===== src/rtl/pipe_skid_stage_pkg.sv =====
// Shared constants and types for the elastic pipeline-stage register.
package pipe_skid_stage_pkg;

    // Canonical RV NOP (addi x0, x0, 0), used as the bubble for instruction-carrying stages.
    localparam logic [31:0] INST_NOP = 32'h0000_0013;

    // Stage occupancy; the encoding doubles as the count_o value.
    typedef enum logic [1:0] {
        OccEmpty = 2'd0,
        OccOne   = 2'd1,
        OccFull  = 2'd2
    } occ_e;

endpackage


===== src/rtl/pipe_entry.sv =====
// One storage slot of the skid stage: payload flop plus valid flop.
module pipe_entry
    import pipe_skid_stage_pkg::*;
#(
    parameter int unsigned       DATA_W = 64,
    parameter logic [DATA_W-1:0] BUBBLE = '0
) (
    input  logic              clk_i,
    input  logic              rst_ni,
    input  logic              load_i,
    input  logic              clear_i,
    input  logic [DATA_W-1:0] data_i,
    output logic [DATA_W-1:0] data_o,
    output logic              valid_o
);

    logic [DATA_W-1:0] data_q;
    logic              valid_q;

    // Reset and clear both park the slot on the bubble; clear wins over load.
    always_ff @(posedge clk_i) begin
        if (!rst_ni) begin
            data_q  <= BUBBLE;
            valid_q <= 1'b0;
        end else if (clear_i) begin
            data_q  <= BUBBLE;
            valid_q <= 1'b0;
        end else if (load_i) begin
            data_q  <= data_i;
            valid_q <= 1'b1;
        end
    end

    assign data_o  = data_q;
    assign valid_o = valid_q;

endmodule


===== src/rtl/pipe_skid_stage.sv =====
// Elastic pipeline-stage register with a one-entry skid buffer and flush.
module pipe_skid_stage
    import pipe_skid_stage_pkg::*;
#(
    parameter int unsigned       DATA_W = 64,
    parameter logic [DATA_W-1:0] BUBBLE = {DATA_W{1'b0}}
) (
    input  logic              clk,
    input  logic              rst,
    input  logic              flush_i,
    input  logic              in_valid_i,
    output logic              in_ready_o,
    input  logic [DATA_W-1:0] in_data_i,
    output logic              out_valid_o,
    input  logic              out_ready_i,
    output logic [DATA_W-1:0] out_data_o,
    output logic [1:0]        count_o
);

    logic              main_v, skid_v;
    logic [DATA_W-1:0] main_data, skid_data;
    logic              main_load, main_clear, skid_load, skid_clear;
    logic [DATA_W-1:0] main_d;
    logic              in_fire, out_fire;
    occ_e              occ;

    // Skid can only hold data while main is also valid, so this is the occupancy.
    assign occ = occ_e'({skid_v, main_v & ~skid_v});

    assign in_ready_o  = ~skid_v;
    assign out_valid_o = main_v;
    assign out_data_o  = main_data;
    assign count_o     = occ;

    assign in_fire  = in_valid_i & in_ready_o;
    assign out_fire = out_valid_o & out_ready_i;

    // Steer loads/clears of the two slots from occupancy and the two handshakes.
    always_comb begin
        main_load  = 1'b0;
        main_clear = 1'b0;
        main_d     = in_data_i;
        skid_load  = 1'b0;
        skid_clear = 1'b0;
        if (flush_i) begin
            // Offered payload is dropped; an output fire counts as consumed downstream.
            main_clear = 1'b1;
            skid_clear = 1'b1;
        end else begin
            unique case (occ)
                OccEmpty: main_load = in_fire;
                OccOne: begin
                    if (in_fire && out_fire) begin
                        main_load = 1'b1;
                    end else if (in_fire) begin
                        skid_load = 1'b1;
                    end else if (out_fire) begin
                        main_clear = 1'b1;
                    end
                end
                OccFull: begin
                    if (out_fire) begin
                        main_load  = 1'b1;
                        main_d     = skid_data;
                        skid_clear = 1'b1;
                    end
                end
                default: ;
            endcase
        end
    end

    pipe_entry #(
        .DATA_W (DATA_W),
        .BUBBLE (BUBBLE)
    ) u_main (
        .clk_i   (clk),
        .rst_ni  (rst),
        .load_i  (main_load),
        .clear_i (main_clear),
        .data_i  (main_d),
        .data_o  (main_data),
        .valid_o (main_v)
    );

    pipe_entry #(
        .DATA_W (DATA_W),
        .BUBBLE (BUBBLE)
    ) u_skid (
        .clk_i   (clk),
        .rst_ni  (rst),
        .load_i  (skid_load),
        .clear_i (skid_clear),
        .data_i  (in_data_i),
        .data_o  (skid_data),
        .valid_o (skid_v)
    );

endmodule


===== config.mk =====
export PLATFORM = sky130hd
export DESIGN_NAME = pipe_skid_stage
export DESIGN_NICKNAME = d
export VERILOG_FILES = /design/src/rtl/pipe_skid_stage_pkg.sv /design/src/rtl/pipe_entry.sv /design/src/rtl/pipe_skid_stage.sv
export SDC_FILE = /design/constraint.sdc
export NUM_CORES = 1
export LEC_CHECK = 0
export CORE_ASPECT_RATIO = 0.8
export CORE_MARGIN = 2
export CORE_UTILIZATION = 50
export CTS_CLUSTER_DIAMETER = 200
export DETAILED_ROUTE_END_ITERATION = 8
export GPL_ROUTABILITY_DRIVEN = 0
export HOLD_SLACK_MARGIN = 0.05
export PLACE_DENSITY_LB_ADDON = 0.12
export SLEW_MARGIN = 5
export SYNTH_ARGS = -nofsm -noshare
export SYNTH_HDL_FRONTEND = slang
export SYNTH_HIERARCHICAL = 1
export SYNTH_SLANG_ARGS = --single-unit

===== constraint.sdc =====
create_clock -name clk -period 1.9 [get_ports clk]
set_input_delay 0.285 -clock clk [delete_from_list [all_inputs] [get_ports clk]]
set_output_delay 0.285 -clock clk [all_outputs]
set_load 0.005 [all_outputs]

==> results.toml, run 1 <==
[worst_setup_path]
r2r_cells = 6
start_kind = "flop"
r2r_end = "u_skid/data_o[23]$_SDFFE_PP0P_"
required_ns = 1.62
worst-setup-path-type = "flop to primary output"
rrSetupSlack_ns = 0.18
startpoint = "u_skid/valid_o$_SDFFE_PP0P_"
timing.rr.start = "u_skid/valid_o$_SDFFE_PP0P_"
end_kind = "primary output"
critPathMaxFanout = 7
arrival_ns = 1.50

[power_and_ir_drop]
p_per_area_nw_per_um2 = 810
leakage_uw = 0.00307
ir_drop_uv = 563

[clocking]
clockBufferDepth = 2
htreeDepth = 4
cts_buffers = 17
cts.sinks = 130
clk_pin_slew_worst_paths_ns = 0.05
clock_latency_ns = 0.40
clockRootBuffer = "clkbuf_16"
cts_tree = "done"

[sta]
min_period_ns = 1.79
setup_viol = 0
fmax_mhz = 559
maxSlewHeadroom_pct = 83.0
hold_ws_ns = 0.489
worstMarginPinSlew_ns = 0.254
rsz0062_at_grt = "no"
final.period_utilization_pct = 94.2
hold_viol_final = 0
fin_tns_setup_ns = 0
slew_viol_final = 0
skew_ns = 0.0106

[yosys]
synth.area.top_cells = "dfxtp_1 45%, mux2i_1 22%, mux2_4 16%"
syn_area_per_cell_um2 = 11.6
syn_nets = 571
yosysTopAreaCell = "dfxtp_1"
netlist_area_um2 = 5810
synthCells = 502
synth_top_area_share_pct = 44.8
ys_seq_area_share_pct = 44.8
yosys_warnings = 6
synth_cell_type_count = 19
ys_ff_latch = 130

[die]
dieArea_um2 = 12500
core-area_um2 = 11400
rows = 35
pin_count = 137
die-height_um = 100
die_w_um = 124
initial_core_util_pct = 50.8

[cells_and_area]
nets = 717
drive_above_1_share_pct = 20.0
n_antenna_cell = 0
design_area_um2 = 7880
n_fill_cell = 857
final_common_cell = "clkdlybuf4s50_1"
most-common-layout-cells = "136 x clkdlybuf4s50_1, 132 x nor2_1, 129 x mux2i_1"
area_growth_pct = 35.8
post-route-util_pct = 69.0

[global_routing]
grtUsageTotal_pct = 20.4
grt_pass1_wl_mm = 20.3
grt_overflow = 0
grt_max_degree = 38
grt_pass1_vias = 4138
antenna_found_initial = 0

[drt]
drc = 0
ant_nets = 0
drtPass1Iterations = 4
vias = 3999
first_iter_violations = 207
wl_per_cell_um = 15.3
vias_per_cell = 4.94
wl_mm = 12.4

[outcome]
status = "finished, final reports clean"

[placed_design]
place_area_um2 = 7330
port_buffers = 136
hpwl_mm = 8.46

[hold_path]
hp-start = "u_skid/data_o[63]$_SDFFE_PP0P_"
hold_path_depth = 2
worst_hold_path_type = "flop to flop"
hold_end = "u_skid/data_o[63]$_SDFFE_PP0P_"

[flow_run]
maxCapViolations = 0
[area by class of cell]
class                           instances  area, µm²  share of cell area [%]
Clock inverter                         14        116                    1.48
Multi-Input combinational cell        334       2820                    35.7
Tap cell                              148        185                    2.35
Timing Repair Buffer                  163       1710                    21.7
Inverter                                2       7.51                  0.0952
Sequential cell                       130       2610                    33.0
Clock buffer                           18        439                    5.57
[repair_timing]
item	CTS	global route
endpoints found under the setup margin	1	1
buffers inserted	0	0
gates resized for setup	1	1
hold buffers	0	0
[power by group]
part / switching, µW / internal (µW)
Clock: 1190 / 1820
Combinational: 219 / 375
Sequential: 20.6 / 2760
Total: 1430 / 4960
[flip-flops by register name (all words and copies together) (netlist names)]
signal	count
u_skid/data_o	64
u_main/data_o	64
u_skid/valid_o	1
u_main/valid_o	1
[Yosys cell counts (all sizes together)]
| cell | number |
|---|---|
| clkbuf | 4 |
| a31o | 2 |
| and2b | 1 |
| dfxtp | 130 |
| nand2b | 2 |
| nor4b | 1 |
| nor2 | 132 |
| nand4b | 1 |
| mux2 | 64 |
| buf | 32 |
| nor3 | 1 |
| inv | 2 |
| mux2i | 129 |
| nor2b | 1 |
[stage by stage]
| step | power (µW) | worst slack (ns) | std cells |
|---|---|---|---|
| floorplan | 3130 | 0.226 | 502 |
| global placement | 3420 | -0.0682 | 777 |
| detailed placement | 3430 | -0.114 | 777 |
| CTS | 6460 | 0.0282 | 809 |
| global route | 6640 | 0.0372 | 809 |
| finish | 6380 | 0.111 | 809 |
[critical path, cell delays in order, from the launching register on]
cell and delay, ns:
dfxtp_2 0.40, and2b_2 0.25, clkdlybuf4s50_1 0.44
[worst max-delay path by stage]
stage	slack, ns	end
after floorplan	0.23	u_skid/data_o[20]$_SDFFE_PP0P_
after global placement	-0.07	u_main/data_o[62]$_SDFFE_PP0P_
after detailed placement	-0.11	u_main/data_o[11]$_SDFFE_PP0P_
after CTS	0.03	count_o[0]
after global routing	0.04	count_o[0]
final	0.11	count_o[0]
[routing by layer]
layer | vias up | routed length [µm] | global-route usage [%]
met2 | 98 | 5720 | 32.8
met4 | 0 | 96 | 7.35
met3 | 9 | 593 | 5.38
met1 | 1897 | 5980 | 26.7
met5 | - | 0 | 0
li1 | 1995 | - | -
[cells by family (layout without fill, tap and decap cells)]
logic type	Yosys count	in the layout	synth area share (%)
buffers and inverters	38	197	6.96
AND/OR/NAND/NOR	139	139	9.39
AO/OA/AOI/OAI	2	2	0.302
flip-flops	130	130	44.8
multiplexers	193	193	38.5
No activity file was read; power rests on OpenSTA's default activity.
==> run 2: changes to the inputs <==
--- a/config.mk
+++ b/config.mk
@@ -11,7 +11,7 @@
 export CTS_CLUSTER_DIAMETER = 200
 export DETAILED_ROUTE_END_ITERATION = 8
 export GPL_ROUTABILITY_DRIVEN = 0
-export HOLD_SLACK_MARGIN = 0.05
+export HOLD_SLACK_MARGIN = 0.08
 export PLACE_DENSITY_LB_ADDON = 0.12
 export SLEW_MARGIN = 5
 export SYNTH_ARGS = -nofsm -noshare
==> constraint.sdc (replaced) <==
create_clock -name clk -period 1.9 [get_ports clk]
set_input_delay 0.57 -clock clk [delete_from_list [all_inputs] [get_ports clk]]
set_output_delay 0.57 -clock clk [all_outputs]
set_load 0.005 [all_outputs]
==> results.toml, run 2 (same netlist as run 1, synthesis figures left out) <==
[outcome]
status = "finished, final reports clean"

[die]
pin_count = 137
rows = 35
die-height_um = 100
initial_core_util_pct = 50.8
dieArea_um2 = 12500
die_w_um = 124
core-area_um2 = 11400

[cells_and_area]
most-common-layout-cells = "132 x nor2_1, 130 x clkdlybuf4s50_1, 128 x mux2i_1"
n_antenna_cell = 0
drive_above_1_share_pct = 21.3
n_fill_cell = 831
nets = 729
area_growth_pct = 38.7
final_common_cell = "nor2_1"

[sta]
maxSlewHeadroom_pct = 83.0
min_period_ns = 1.86
slew_viol_final = 0
fmax_mhz = 537
hold_viol_final = 0
final.period_utilization_pct = 97.9
rsz0062_at_grt = "no"
skew_ns = 0.00947
layout_setup_ws_ns = 0.0395
setup_viol = 0
worstMarginPinSlew_ns = 0.254

[clocking]
clockRootBuffer = "clkbuf_16"
holdBufCountCts = 0
cts.sinks = 130
cts_tree = "done"
clockBufferDepth = 2
cts_buffers = 17
clock_latency_ns = 0.41
htreeDepth = 4
clk_pin_slew_worst_paths_ns = 0.05

[placed_design]
pre_cts_slack_ns = -0.396
port_buffers = 136
hpwl_mm = 8.98

[global_routing]
grt_pass1_vias = 4293
antenna_found_initial = 0
grt_pass1_wl_mm = 21.2
grt_max_degree = 30
grt_overflow = 0
grtUsageTotal_pct = 21.5

[worst_setup_path]
cp_num_buf_inv = 1
cpMaxStageDelayCell = "clkdlybuf4s50_1"
arrival_ns = 1.29
required_ns = 1.33
end_kind = "primary output"
start_kind = "flop"
cp_top_family = "buffers and inverters"
path_cells = "clkdlybuf4s50_1"
worst-setup-path-type = "flop to primary output"
critPathMaxFanout = 2
cpPeakStageDelay_ns = 0.52

[drt]
drtPass1Iterations = 4
vias = 4062
vias_per_cell = 4.96
first_iter_violations = 150
wl_mm = 13.3
ant_nets = 0
drc = 0
wl_per_cell_um = 16.2

[power_and_ir_drop]
ir_drop_uv = 617
leakage_uw = 0.00317
total_power_uw = 6460
p_per_area_nw_per_um2 = 802

[flow_run]
maxCapViolations = 0

[hold_path]
worst_hold_path_type = "flop to flop"
[run 2: cell count changes in the layout (fill, tap and decap cells not counted), sizes merged]
cell | previous run | this run
buf | 27 | 37
clkbuf | 18 | 29
clkdlybuf4s50 | 136 | 130
clkinv | 9 | 2
clkinvlp | 4 | 1
dlygate4sd2 | 0 | 4
dlymetal6s2s | 0 | 1
[run 2: metal layers]
layer	global-route usage, %	wire length (µm)	share of wire, %
met5	0	0	0
met4	8.56	178	1.3
met3	5.76	609	4.6
met2	35.8	6340	48
met1	26.8	6180	46
[run 2: final cells by class]
| cell class | count | area [µm²] | share of cell area (%) |
|---|---|---|---|
| Multi-Input combinational cell | 334 | 2830 | 35.1 |
| Sequential cell | 130 | 2610 | 32.4 |
| Timing Repair Buffer | 175 | 1860 | 23.1 |
| Clock buffer | 26 | 519 | 6.45 |
| Tap cell | 148 | 185 | 2.30 |
| Clock inverter | 4 | 47.5 | 0.590 |
| Inverter | 2 | 7.51 | 0.0932 |
[run 2: tightest hold or removal path, cell delays in order, from the launching register on]
cell     delay, ns
dfxtp_1       0.32
mux2i_1       0.06
nor2_1        0.07
[run 2: final timing paths]
kind / from / endpoint / slack, ns / cells after the start
worst max-delay path: u_main/data_o[5]$_SDFFE_PP0P_ / out_data_o[5] / 0.04 / 1
worst max register to register: u_skid/valid_o$_SDFFE_PP0P_ / u_skid/data_o[10]$_SDFFE_PP0P_ / 0.15 / 7
worst min register to register: u_skid/data_o[30]$_SDFFE_PP0P_ / u_skid/data_o[30]$_SDFFE_PP0P_ / 0.49 / 2
worst min-delay path: u_skid/data_o[30]$_SDFFE_PP0P_ / u_skid/data_o[30]$_SDFFE_PP0P_ / 0.49 / 2
[run 2: metrics by stage]
stage / util [%] / cell area, µm² / hold WS, ns / cells / setup TNS (ns)
floorplan: - / 5810 / 0.456 / 502 / 0
global placement: 64.5 / 7370 / 0.469 / 783 / -40.39
detailed placement: 64.5 / 7370 / 0.481 / 783 / -45.91
CTS: 69.5 / 7950 / 0.497 / 814 / -0.0218
global route: 70.5 / 8060 / 0.516 / 819 / 0
finish: 70.5 / 8060 / 0.492 / 819 / 0
[run 2: repair_timing]
| action | in CTS | in global routing |
|---|---|---|
| resized for setup | 9 | 12 |
| pin swaps | 0 | 0 |
| setup endpoints to repair | 5 | 58 |
| cloned | 0 | 2 |
| buffers inserted | 1 | 3 |
[run 2: report_power, final]
group | switching, µW | internal, µW | total [µW]
Clock | 1090 | 1990 | 3070
Combinational | 225 | 381 | 606
Sequential | 21.1 | 2760 | 2780
